File: src/rtl/cache_pkg.sv
// Shared types and derived-geometry helpers for the set-associative cache
// controller (cache_assoc_ctrl) and its LRU update block.
package cache_pkg;

    // Controller sequencing states
    typedef enum logic [2:0] {
        IDLE   = 3'd0,
        LOOKUP = 3'd1,
        FILL   = 3'd2,
        WTHRU  = 3'd3,
        FLUSH  = 3'd4
    } state_t;

    // Number of sets for a given total line count and associativity
    function automatic int calc_sets(input int total_size, input int ways);
        return total_size / ways;
    endfunction

    // Index width (address bits selecting the set)
    function automatic int calc_iw(input int total_size, input int ways);
        return $clog2(calc_sets(total_size, ways));
    endfunction

    // Tag width (remaining upper address bits)
    function automatic int calc_tw(input int ram_depth, input int total_size, input int ways);
        return $clog2(ram_depth) - calc_iw(total_size, ways);
    endfunction

    // Per-set age vector for the default 4-way geometry; the modules use the
    // equivalent parametric packed form [WAYS-1:0][AGW-1:0].
    localparam int DEF_WAYS = 4;
    localparam int DEF_AGW  = $clog2(DEF_WAYS);
    typedef logic [DEF_WAYS-1:0][DEF_AGW-1:0] age_vec_t;

endpackage

File: src/rtl/cache_lru_update.sv
// Combinational age-based LRU update for one set.
// Ages form a permutation of 0..WAYS-1; age 0 is most recently used and
// age WAYS-1 is the replacement candidate.
module cache_lru_update
    import cache_pkg::*;
#(
    parameter  int WAYS = 4,
    localparam int AGW  = $clog2(WAYS)
) (
    input  logic [WAYS-1:0][AGW-1:0] age_in,
    input  logic [AGW-1:0]           way,
    output logic [WAYS-1:0][AGW-1:0] age_out,
    output logic [AGW-1:0]           lru_way
);

    // Age every way younger than the accessed one, then make the accessed way youngest
    always_comb begin
        age_out = age_in;
        for (int i = 0; i < WAYS; i++) begin
            if (age_in[i] < age_in[way]) begin
                age_out[i] = age_in[i] + {{(AGW-1){1'b0}}, 1'b1};
            end else begin
                age_out[i] = age_in[i];
            end
        end
        age_out[way] = {AGW{1'b0}};
    end

    // Locate the way currently holding the oldest age
    always_comb begin
        lru_way = {AGW{1'b0}};
        for (int i = 0; i < WAYS; i++) begin
            if (age_in[i] == AGW'(WAYS - 1)) begin
                lru_way = AGW'(i);
            end else begin
                lru_way = lru_way;
            end
        end
    end

endmodule

File: src/rtl/cache_assoc_ctrl.sv
// N-way set-associative, write-through, no-write-allocate cache controller.
// Owns tag/valid/data/LRU state and sequences lookup, fill and write-through
// traffic to the backing memory with a small FSM.
// Optional macro CACHE_STATS_EN: enables saturating hit/miss counters;
// without it both counter outputs are tied to zero.
module cache_assoc_ctrl
    import cache_pkg::*;
#(
    parameter  int WAYS       = 4,
    parameter  int TOTAL_SIZE = 16,
    parameter  int RAM_DEPTH  = 256,
    parameter  int WIDTH      = 8,
    localparam int AW         = $clog2(RAM_DEPTH)
) (
    input  logic             clk,
    input  logic             rst,
    input  logic             flush,
    input  logic             req_valid,
    output logic             req_ready,
    input  logic             req_we,
    input  logic [AW-1:0]    req_addr,
    input  logic [WIDTH-1:0] req_wdata,
    output logic             resp_valid,
    output logic             resp_hit,
    output logic [WIDTH-1:0] resp_data,
    output logic             mem_req,
    output logic             mem_we,
    output logic [AW-1:0]    mem_addr,
    output logic [WIDTH-1:0] mem_wdata,
    input  logic             mem_ack,
    input  logic [WIDTH-1:0] mem_rdata,
    output logic [15:0]      hit_count,
    output logic [15:0]      miss_count
);

    localparam int SETS = calc_sets(TOTAL_SIZE, WAYS);
    localparam int IW   = calc_iw(TOTAL_SIZE, WAYS);
    localparam int TW   = calc_tw(RAM_DEPTH, TOTAL_SIZE, WAYS);
    localparam int AGW  = $clog2(WAYS);

    state_t state_r, state_n;

    // Latched request and lookup result
    logic             we_r;
    logic [AW-1:0]    addr_r;
    logic [WIDTH-1:0] wdata_r;
    logic             hit_r;
    logic [AGW-1:0]   hit_way_r;

    // Cache arrays
    logic [SETS-1:0][WAYS-1:0]            valid_r;
    logic [SETS-1:0][WAYS-1:0][TW-1:0]    tag_r;
    logic [SETS-1:0][WAYS-1:0][WIDTH-1:0] data_r;
    logic [SETS-1:0][WAYS-1:0][AGW-1:0]   age_r;

    // Registered outputs
    logic             resp_valid_r;
    logic             resp_hit_r;
    logic [WIDTH-1:0] resp_data_r;
    logic             mem_req_r;
    logic             mem_we_r;
    logic [AW-1:0]    mem_addr_r;
    logic [WIDTH-1:0] mem_wdata_r;

    // Combinational lookup / replacement signals
    logic [IW-1:0]            idx_s;
    logic [TW-1:0]            tag_s;
    logic                     hit_s;
    logic [AGW-1:0]           hit_way_s;
    logic                     inv_found_s;
    logic [AGW-1:0]           inv_way_s;
    logic [AGW-1:0]           victim_s;
    logic [AGW-1:0]           acc_way_s;
    logic [WAYS-1:0][AGW-1:0] age_new_s;
    logic [AGW-1:0]           lru_way_s;
    logic                     rd_hit_s;

    assign idx_s    = addr_r[IW-1:0];
    assign tag_s    = addr_r[AW-1:IW];
    assign rd_hit_s = hit_s & ~we_r;

    // Ready only when idle and no flush is pending; flush wins over requests
    assign req_ready = rst & (state_r == IDLE) & ~flush;

    assign resp_valid = resp_valid_r;
    assign resp_hit   = resp_hit_r;
    assign resp_data  = resp_data_r;
    assign mem_req    = mem_req_r;
    assign mem_we     = mem_we_r;
    assign mem_addr   = mem_addr_r;
    assign mem_wdata  = mem_wdata_r;

    // Tag compare across the selected set; the highest matching way wins
    always_comb begin
        hit_s     = 1'b0;
        hit_way_s = {AGW{1'b0}};
        for (int w = 0; w < WAYS; w++) begin
            if (valid_r[idx_s][w] && (tag_r[idx_s][w] == tag_s)) begin
                hit_s     = 1'b1;
                hit_way_s = AGW'(w);
            end else begin
                hit_s     = hit_s;
            end
        end
    end

    // Victim: lowest-index invalid way, otherwise the oldest way of the set
    always_comb begin
        inv_found_s = 1'b0;
        inv_way_s   = {AGW{1'b0}};
        for (int w = WAYS - 1; w >= 0; w--) begin
            if (!valid_r[idx_s][w]) begin
                inv_found_s = 1'b1;
                inv_way_s   = AGW'(w);
            end else begin
                inv_found_s = inv_found_s;
            end
        end
        if (inv_found_s) begin
            victim_s = inv_way_s;
        end else begin
            victim_s = lru_way_s;
        end
    end

    // Way presented to the LRU updater depends on which access is retiring
    always_comb begin
        if (state_r == FILL) begin
            acc_way_s = victim_s;
        end else if (state_r == LOOKUP) begin
            acc_way_s = hit_way_s;
        end else begin
            acc_way_s = hit_way_r;
        end
    end

    cache_lru_update #(
        .WAYS (WAYS)
    ) u_lru (
        .age_in  (age_r[idx_s]),
        .way     (acc_way_s),
        .age_out (age_new_s),
        .lru_way (lru_way_s)
    );

    // FSM state register
    always_ff @(posedge clk or negedge rst) begin
        if (!rst) begin
            state_r <= IDLE;
        end else begin
            state_r <= state_n;
        end
    end

    // FSM next-state logic
    always_comb begin
        state_n = state_r;
        case (state_r)
            IDLE: begin
                if (flush) begin
                    state_n = FLUSH;
                end else if (req_valid) begin
                    state_n = LOOKUP;
                end else begin
                    state_n = IDLE;
                end
            end
            LOOKUP: begin
                if (rd_hit_s) begin
                    state_n = IDLE;
                end else if (!we_r) begin
                    state_n = FILL;
                end else begin
                    state_n = WTHRU;
                end
            end
            FILL: begin
                if (mem_ack) begin
                    state_n = IDLE;
                end else begin
                    state_n = FILL;
                end
            end
            WTHRU: begin
                if (mem_ack) begin
                    state_n = IDLE;
                end else begin
                    state_n = WTHRU;
                end
            end
            FLUSH: begin
                state_n = IDLE;
            end
            default: begin
                state_n = IDLE;
            end
        endcase
    end

    // Capture the accepted request and the lookup outcome for later states
    always_ff @(posedge clk or negedge rst) begin
        if (!rst) begin
            we_r      <= 1'b0;
            addr_r    <= {AW{1'b0}};
            wdata_r   <= {WIDTH{1'b0}};
            hit_r     <= 1'b0;
            hit_way_r <= {AGW{1'b0}};
        end else begin
            if ((state_r == IDLE) && !flush && req_valid) begin
                we_r    <= req_we;
                addr_r  <= req_addr;
                wdata_r <= req_wdata;
            end
            if (state_r == LOOKUP) begin
                hit_r     <= hit_s;
                hit_way_r <= hit_way_s;
            end
        end
    end

    // Update valid/tag/data/age arrays on hits, fills, write-through and flush
    always_ff @(posedge clk or negedge rst) begin
        if (!rst) begin
            valid_r <= '0;
            tag_r   <= '0;
            data_r  <= '0;
            for (int s = 0; s < SETS; s++) begin
                for (int w = 0; w < WAYS; w++) begin
                    age_r[s][w] <= AGW'(w);
                end
            end
        end else begin
            case (state_r)
                LOOKUP: begin
                    if (rd_hit_s) begin
                        age_r[idx_s] <= age_new_s;
                    end
                end
                FILL: begin
                    if (mem_ack) begin
                        valid_r[idx_s][victim_s] <= 1'b1;
                        tag_r[idx_s][victim_s]   <= tag_s;
                        data_r[idx_s][victim_s]  <= mem_rdata;
                        age_r[idx_s]             <= age_new_s;
                    end
                end
                WTHRU: begin
                    // Write misses do not allocate and leave ages untouched
                    if (mem_ack && hit_r) begin
                        data_r[idx_s][hit_way_r] <= wdata_r;
                        age_r[idx_s]             <= age_new_s;
                    end
                end
                FLUSH: begin
                    valid_r <= '0;
                end
                default: begin
                    valid_r <= valid_r;
                end
            endcase
        end
    end

    // Registered response and memory-port outputs
    always_ff @(posedge clk or negedge rst) begin
        if (!rst) begin
            resp_valid_r <= 1'b0;
            resp_hit_r   <= 1'b0;
            resp_data_r  <= {WIDTH{1'b0}};
            mem_req_r    <= 1'b0;
            mem_we_r     <= 1'b0;
            mem_addr_r   <= {AW{1'b0}};
            mem_wdata_r  <= {WIDTH{1'b0}};
        end else begin
            resp_valid_r <= 1'b0;
            case (state_r)
                LOOKUP: begin
                    if (rd_hit_s) begin
                        resp_valid_r <= 1'b1;
                        resp_hit_r   <= 1'b1;
                        resp_data_r  <= data_r[idx_s][hit_way_s];
                    end else begin
                        mem_req_r   <= 1'b1;
                        mem_we_r    <= we_r;
                        mem_addr_r  <= addr_r;
                        mem_wdata_r <= wdata_r;
                    end
                end
                FILL: begin
                    if (mem_ack) begin
                        mem_req_r    <= 1'b0;
                        mem_we_r     <= 1'b0;
                        resp_valid_r <= 1'b1;
                        resp_hit_r   <= 1'b0;
                        resp_data_r  <= mem_rdata;
                    end
                end
                WTHRU: begin
                    if (mem_ack) begin
                        mem_req_r    <= 1'b0;
                        mem_we_r     <= 1'b0;
                        resp_valid_r <= 1'b1;
                        resp_hit_r   <= hit_r;
                        resp_data_r  <= wdata_r;
                    end
                end
                default: begin
                    mem_req_r <= mem_req_r;
                end
            endcase
        end
    end

`ifdef CACHE_STATS_EN
    logic [15:0] hit_cnt_r;
    logic [15:0] miss_cnt_r;

    // Saturating lookup statistics; flush does not touch them
    always_ff @(posedge clk or negedge rst) begin
        if (!rst) begin
            hit_cnt_r  <= 16'h0000;
            miss_cnt_r <= 16'h0000;
        end else if (state_r == LOOKUP) begin
            if (hit_s) begin
                if (hit_cnt_r != 16'hFFFF) begin
                    hit_cnt_r <= hit_cnt_r + 16'd1;
                end
            end else begin
                if (miss_cnt_r != 16'hFFFF) begin
                    miss_cnt_r <= miss_cnt_r + 16'd1;
                end
            end
        end
    end

    assign hit_count  = hit_cnt_r;
    assign miss_count = miss_cnt_r;
`else
    assign hit_count  = 16'h0000;
    assign miss_count = 16'h0000;
`endif

endmodule
File: config.mk
export PLATFORM = sky130hd
export DESIGN_NAME = cache_assoc_ctrl
export DESIGN_NICKNAME = d
export VERILOG_FILES = /design/src/rtl/cache_pkg.sv /design/src/rtl/cache_lru_update.sv /design/src/rtl/cache_assoc_ctrl.sv
export SDC_FILE = /design/constraint.sdc
export NUM_CORES = 1
export LEC_CHECK = 0
export CORE_UTILIZATION = 30
export CTS_BUF_LIST = sky130_fd_sc_hd__clkbuf_4 sky130_fd_sc_hd__clkbuf_8 sky130_fd_sc_hd__clkbuf_16
export DETAILED_ROUTE_END_ITERATION = 10
export PLACE_DENSITY_LB_ADDON = 0.25
export SYNTH_ARGS = -nofsm -noshare
export SYNTH_HDL_FRONTEND = slang
export SYNTH_SLANG_ARGS = --single-unit
File: constraint.sdc
create_clock -name clk -period 7.7 [get_ports clk]
set_input_delay 0.77 -clock clk [delete_from_list [all_inputs] [get_ports clk]]
set_output_delay 0.77 -clock clk [all_outputs]
set_load 0.03 [all_outputs]
# After elaboration in Yosys (flattened, before gate mapping)
# Index checks and enable logic that the tools add are counted.
# word_totals
out_inout_bits,61
in_bits,30
ff_bits,323
elab_cells,225
# classes
add_sub_neg,4
bitwise_logic,9
n_mux,92
n_eq_ne,17
magnitude_cmp,13
reduce_logical,25
# op_table
op,n
128-bit bitwise mux,2
128-bit 2-to-1 mux,2
128-bit one-hot mux with 2 select lines,1
32-bit 2-to-1 mux,6
32-bit demux with 2-bit select,2
96-bit bitwise mux,1
32-bit one-hot mux with 3 select lines,1
32-bit binary-select mux with 2-bit select,1
8-bit 2-to-1 mux,8
24-bit binary-select mux with 2-bit select,1
24-bit demux with 2-bit select,1
8-bit demux with 2-bit select,3
24-bit 2-to-1 mux,2
2-bit 2-to-1 mux,20
8-bit binary-select mux with 2-bit select,2
32-bit bitwise mux,1
16-bit one-hot mux with 2 select lines,1
6-bit == test,4
8-bit one-hot mux with 3 select lines,1
1-bit 2-to-1 mux,20
16-bit 2-to-1 mux,1
16-bit OR,1
2-bit by 3-bit less-than comparator with 1-bit output (second input constant),5
6-bit demux with 2-bit select,1
other kinds (33),72

# Longest topological paths before layout
# depth
word_depth,18
ltp_mapped,19
depth_no_buf,13

# Modules after synthesis
# From an unflattened synthesis, not the netlist that was laid out.
# hier_totals
hier_cells,1547
area_unflattened_um2,16911.2
# modules_own_cells
module,seq_area_each_um2,cells_per_inst,area_each_um2,n_inst
cache_assoc_ctrl,8102.8,1486,16443.3,1
cache_lru_update,0.0,61,467.9,1

# Worst setup path after synthesis
# Ideal clock, no wire load.
# synth_timing
path_type,reg-to-reg
startpoint,register addr_r[0]
endpoint,register age_r[13] in the netlist's numbering
stages_incl_launch_ff,19
setup_slack_ps,3658
setup_time_ps,82
arrival_ps,3960
period_less_slack_ps,4042
path_cell_list,dfrtp_1 > buf_6 > buf_6 > buf_6 > buf_4 > buf_4 > mux4_2 > ha_1 > nand2b_1 > and3b_1 > o21ai_1 > nand3_1 > o21ai_4 > o21ai_4 > mux2i_1 > o221ai_2 > a31oi_1 > o221a_2 > mux2_2
# synth_via
elab_chain_len,18
word_cells_on_any_way,63
classes_between,add/sub: 1; order compare: 5; eq/ne: 8; mux: 39; bitwise: 3; reduce/logical: 7
# synth_lines
element,line,text
from (decl),cache_assoc_ctrl.sv:45,logic [AW-1:0] addr_r;
from (signal assigned),cache_assoc_ctrl.sv:204,addr_r <= {AW{1'b0}};
from (signal assigned),cache_assoc_ctrl.sv:211,addr_r <= req_addr;
24-bit binary-select mux with 2-bit select,cache_assoc_ctrl.sv:98,if (valid_r[idx_s][w] && (tag_r[idx_s][w] == tag_s)) begin
24-bit 2-to-1 mux (implied by the code),cache_assoc_ctrl.sv:98,
6-bit == test,cache_assoc_ctrl.sv:98,
1-bit logical AND,cache_assoc_ctrl.sv:98,
1-bit 2-to-1 mux,cache_assoc_ctrl.sv:98,
2-bit 2-to-1 mux (2 in series),cache_assoc_ctrl.sv:98,
2-bit 2-to-1 mux,cache_assoc_ctrl.sv:130,end else if (state_r == LOOKUP) begin
2-bit 2-to-1 mux,cache_assoc_ctrl.sv:128,if (state_r == FILL) begin
2-bit by 3-bit less-than comparator with 1-bit output (implied by the code) / 2-bit by 1-bit >= comparator with 1-bit output (equally long branches),cache_lru_update.sv:26,age_out[way] = {AGW{1'b0}};
1-bit logical AND (implied by the code),cache_lru_update.sv:26,
2-bit 2-to-1 mux (implied by the code),cache_lru_update.sv:26,
2-bit demux with 2-bit select,n/a,
8-bit inverter (no source line),n/a,
8-bit AND (no source line),n/a,
32-bit bitwise mux,"cache_assoc_ctrl.sv:236, cache_assoc_ctrl.sv:244, cache_assoc_ctrl.sv:251",
32-bit 2-to-1 mux (on tied branches),"cache_assoc_ctrl.sv:249, cache_assoc_ctrl.sv:235, cache_assoc_ctrl.sv:240",
32-bit one-hot mux with 3 select lines,cache_assoc_ctrl.sv:233,case (state_r)
"to (signal, indexed assignment)",cache_assoc_ctrl.sv:236,age_r[idx_s] <= age_new_s;
"to (signal, indexed assignment)",cache_assoc_ctrl.sv:244,age_r[idx_s] <= age_new_s;
"to (signal, indexed assignment)",cache_assoc_ctrl.sv:251,age_r[idx_s] <= age_new_s;
to (decl),cache_assoc_ctrl.sv:54,logic [SETS-1:0][WAYS-1:0][AGW-1:0] age_r;
# Parallel ways exist; a longest one is shown, timed or not. The select of a mux whose other input is x is not followed.
# A chain may end at the register's enable or synchronous reset.

# Final worst setup path
# layout_timing
startpoint,register addr_r[1]
endpoint,register age_r[3] in the netlist's numbering
# Same word-level chain as after synthesis.

==> reports/results.ini <==
[logic_synthesis]
synth-seq-cells=323
synthesis.area_sq_um=16600
synthFlopType=sky130_fd_sc_hd__dfrtp_1
post_synth_inst_count=1476
yosysUniqueCellTypes=65
yosysTopAreaCellShare=0.462
async_flop_share=1.00
netlist.top_cell.by_area=sky130_fd_sc_hd__dfrtp_1
synth-edff-count=0
synth.area.top_cells=sky130_fd_sc_hd__dfrtp_1 46%, sky130_fd_sc_hd__mux2_2 8.8%, sky130_fd_sc_hd__mux4_2 8.4%
synth_warnings=0
seq_area_frac_synth=0.487
syn-mean-instance-area_sq_um=11.3

[drt]
drt_iter0_drc=908
postRouteWirelength_um=48000
met3_length_um=3590
top_layer=met4
dr.pass1.iters=5
detailroute.wirelength.met2_um=20600
post_drt_via_cell_ratio=5.40
vias=11900
drc_errors=0
wl_met1_um=22900
wire_length_per_cell_after_detailed_routing_um=21.7
antenna_violating_nets_post_route=0

[power]
cellPowerDensity_nw_per_um2=347
p_int_mw=4.11
switching_power_mw=2.48
clkPwrFrac=0.290
share_comb_of_total_power=0.328
power_frac_seq=0.382
cellLeakagePower_nw=7.81
ir_worst_vdd_v=0.000241
fraction_of_power_spent_switching_nets=0.376

[timing]
worst_slew_pin_slew_ns=1.20
drv_slew=0
timing.fmax_mhz=216
post_route_clock_period_utilization=0.602
timing_hold_violations_final=0
setup_slack_ns=3.06
rsz_0062_raised_after_global_routing=false
timing.final.setup_violations=0
finalWorstPathRequiredPeriod_ns=4.64
slew-limit-headroom=0.197
worst_hold_slack_ns=0.123
setup_tns_ns=0
timing.clock.skew_ns=0.0205

[floorplan]
boundaryPins=91
rows=85
die_x_um=237
chipHeight_um=237
floorplan.die_area_sq_um=56400
initial_core_util=0.307
core-area_sq_um=54200

[setup_path]
worstSetupPathType=reg -> reg
path_common_cell=sky130_fd_sc_hd__buf_4
worst_path_max_delay_cell=sky130_fd_sc_hd__dfrtp_4
crit_path_max_incr_delay_ns=0.98
timing.critical_path.cells=buf_4 -> mux4_2 -> nand4_1 -> nor4_2 -> buf_4 -> nor2b_4 -> o21ai_4 -> mux2i_1 -> o2bb2ai_2 -> a31oi_1 -> o211ai_1 -> o21ai_1
cp_data_required_time_ns=8.12
critical_path.max_fanout=48
worstSetupEndpointType=flop
critical_path.startpoint_type=flop
timing.critical_path.arrival_ns=5.06

[finish]
nets=1522
layout.filler_cells=5398
layout_cells_sized_above_1=0.213
area_growth_pct=14.3
n_antenna_cell=0
stdcell_area_sq_um=19000

[global_routing]
overflow=0
track_usage=0.172
antenna_violations_before_repair=0
first_global_vias=11800
grt_pass1_wl_um=74400
grt_max_degree=73

[clock_network]
ctsHtreeMaxLevel=2
path_clk_slew_ns=0.06
clkLatencyLatePin_ns=0.58
tritoncts=done
cts_hold_repair.buffers=0
numCtsBuffers=39
cts_repair_resize_count=0
clock-root-buffer=sky130_fd_sc_hd__clkbuf_16
cts.sink_count=323
max-clock-path-buffers=3
number_of_buffers_inserted_to_repair_setup_after_cts=0

[run_status]
status=finished clean

[placed_design]
gp_routability_congestion=0.863
placement.setup.worst_slack_ns=3.06
portBuffers=58
placedInstanceArea_sq_um=17700
post-dp-hpwl_um=32200

[run]
maxCapViolCount=0

[worst_hold_path]
timing.hold.worst.class=in -> async

[final cells by class]
class,count,area [sq um],area share
Clock buffer,57,1170,0.0617
Timing Repair Buffer,76,721,0.0379
Multi-Input combinational cell,1036,7920,0.416
Inverter,13,48.8,0.00257
Sequential cell,323,8110,0.427
Clock inverter,11,168,0.00882
Tap cell,696,871,0.0458
[registers in the layout, summed over array words and instances (netlist names)]
name,cells
mem_wdata,8
mem_addr,8
we_r,1
resp_hit,1
hit_way_r,2
resp_valid,1
wdata_r,8
mem_req,1
hit_r,1
addr_r,8
valid_r,16
age_r,32
tag_r,96
mem_we,1
state_r,3
data_r,128
resp_data,8
[through the flow]
stage | util | cells | power [mW]
global route | 0.350 | 2212 | 6.95
floorplan | - | 1507 | 3.96
CTS | 0.350 | 2212 | 6.64
global placement | 0.326 | 2144 | 4.66
detailed placement | 0.326 | 2144 | 4.69
finish | 0.350 | 2212 | 6.59
[per-layer routing]
layer  GRT usage  vias up
li1            -     5397
met3      0.0332       59
met5           0        -
met4      0.0471        0
met2       0.251      457
met1       0.257     6032
[cells in the final DEF (no fill, tap or decap), drive strengths merged, types with 19 or more instances in the layout]
cell type and instances:
o22a 96, mux4 64, clkbuf 57, conb 32, o21a 19, xnor2 20
nand2 241, mux2 146, nor2 56, mux2i 22, o21ai 176, a32oi 35
buf 19, dfrtp 307, clkdlybuf4s50 57
[synthesized netlist by cell type, drive strengths merged, types with 2 or more instances]
cell type    n
inv         13
a21o         2
xor2         6
o311ai       2
dfstp       16
nor2        56
ha           3
mux4        64
nor4         5
a221oi       8
o31ai       16
o31a         2
clkbuf      82
o221a        2
a211o        3
nand4        3
a31oi        3
nand2      241
nand2b       3
nand3       12
and3         9
or2          4
xnor2       20
a32oi       35
dfrtp      307
a21oi        5
mux2i       22
a21boi       2
buf         53
and2         4
nor2b        7
o21ai      176
o211ai       4
nor3         9
o22a        96
maj3         4
mux2       146
o21a        19
[worst max-delay path: cells and delay by family (launching register included)]
family                 cells  cell delay (ns)
flip-flops                 1             0.98
AND/OR/NAND/NOR            3             0.67
multiplexers               2             0.54
AO/OA/AOI/OAI              5             1.37
buffers and inverters      2             0.89
[path summary, 6_finish.rpt]
| kind | from | slack (ns) | cells after the start | to |
|---|---|---|---|---|
| worst max-delay path | addr_r[1]$_DFFE_PN0P_ | 3.06 | 12 | age_r[3]$_DFFE_PN0P_ |
| worst min-delay path | rst | 0.12 | 1 | data_r[83]$_DFFE_PN0P_ |
| worst max register to register | addr_r[1]$_DFFE_PN0P_ | 3.06 | 12 | age_r[3]$_DFFE_PN0P_ |
| worst min register to register | age_r[6]$_DFFE_PN1P_ | 0.47 | 2 | age_r[6]$_DFFE_PN1P_ |
| max in group asynchronous | rst | 6.27 | 2 | addr_r[0]$_DFFE_PN0P_ |
| min in group clk | age_r[6]$_DFFE_PN1P_ | 0.47 | 2 | age_r[6]$_DFFE_PN1P_ |
[power groups by stage]
stage	Sequential, mW	Combinational [mW]	Clock (mW)
finish	2.51	2.16	1.91
global route	2.58	2.34	2.03
CTS	2.51	2.16	1.97
detailed placement	2.54	2.16	0
global placement	2.53	2.13	0
floorplan	2.32	1.64	0
[kinds of logic (layout without fill, tap and decap cells)]
| group | count (synthesis) | after routing | share of synthesized area |
|---|---|---|---|
| and+or+nand+nor | 357 | 357 | 0.0896 |
| xor gates and xnor gates | 26 | 26 | 0.0137 |
| AOI/OAI and AO/OA | 382 | 382 | 0.160 |
| adders and majority gates | 7 | 7 | 0.00497 |
| muxes | 232 | 232 | 0.199 |
| DFF | 323 | 323 | 0.487 |
| other | 1 | 32 | 0.000226 |
| buffers and inverters | 148 | 157 | 0.0446 |
Note: power is estimated with default switching activity, not from simulation.
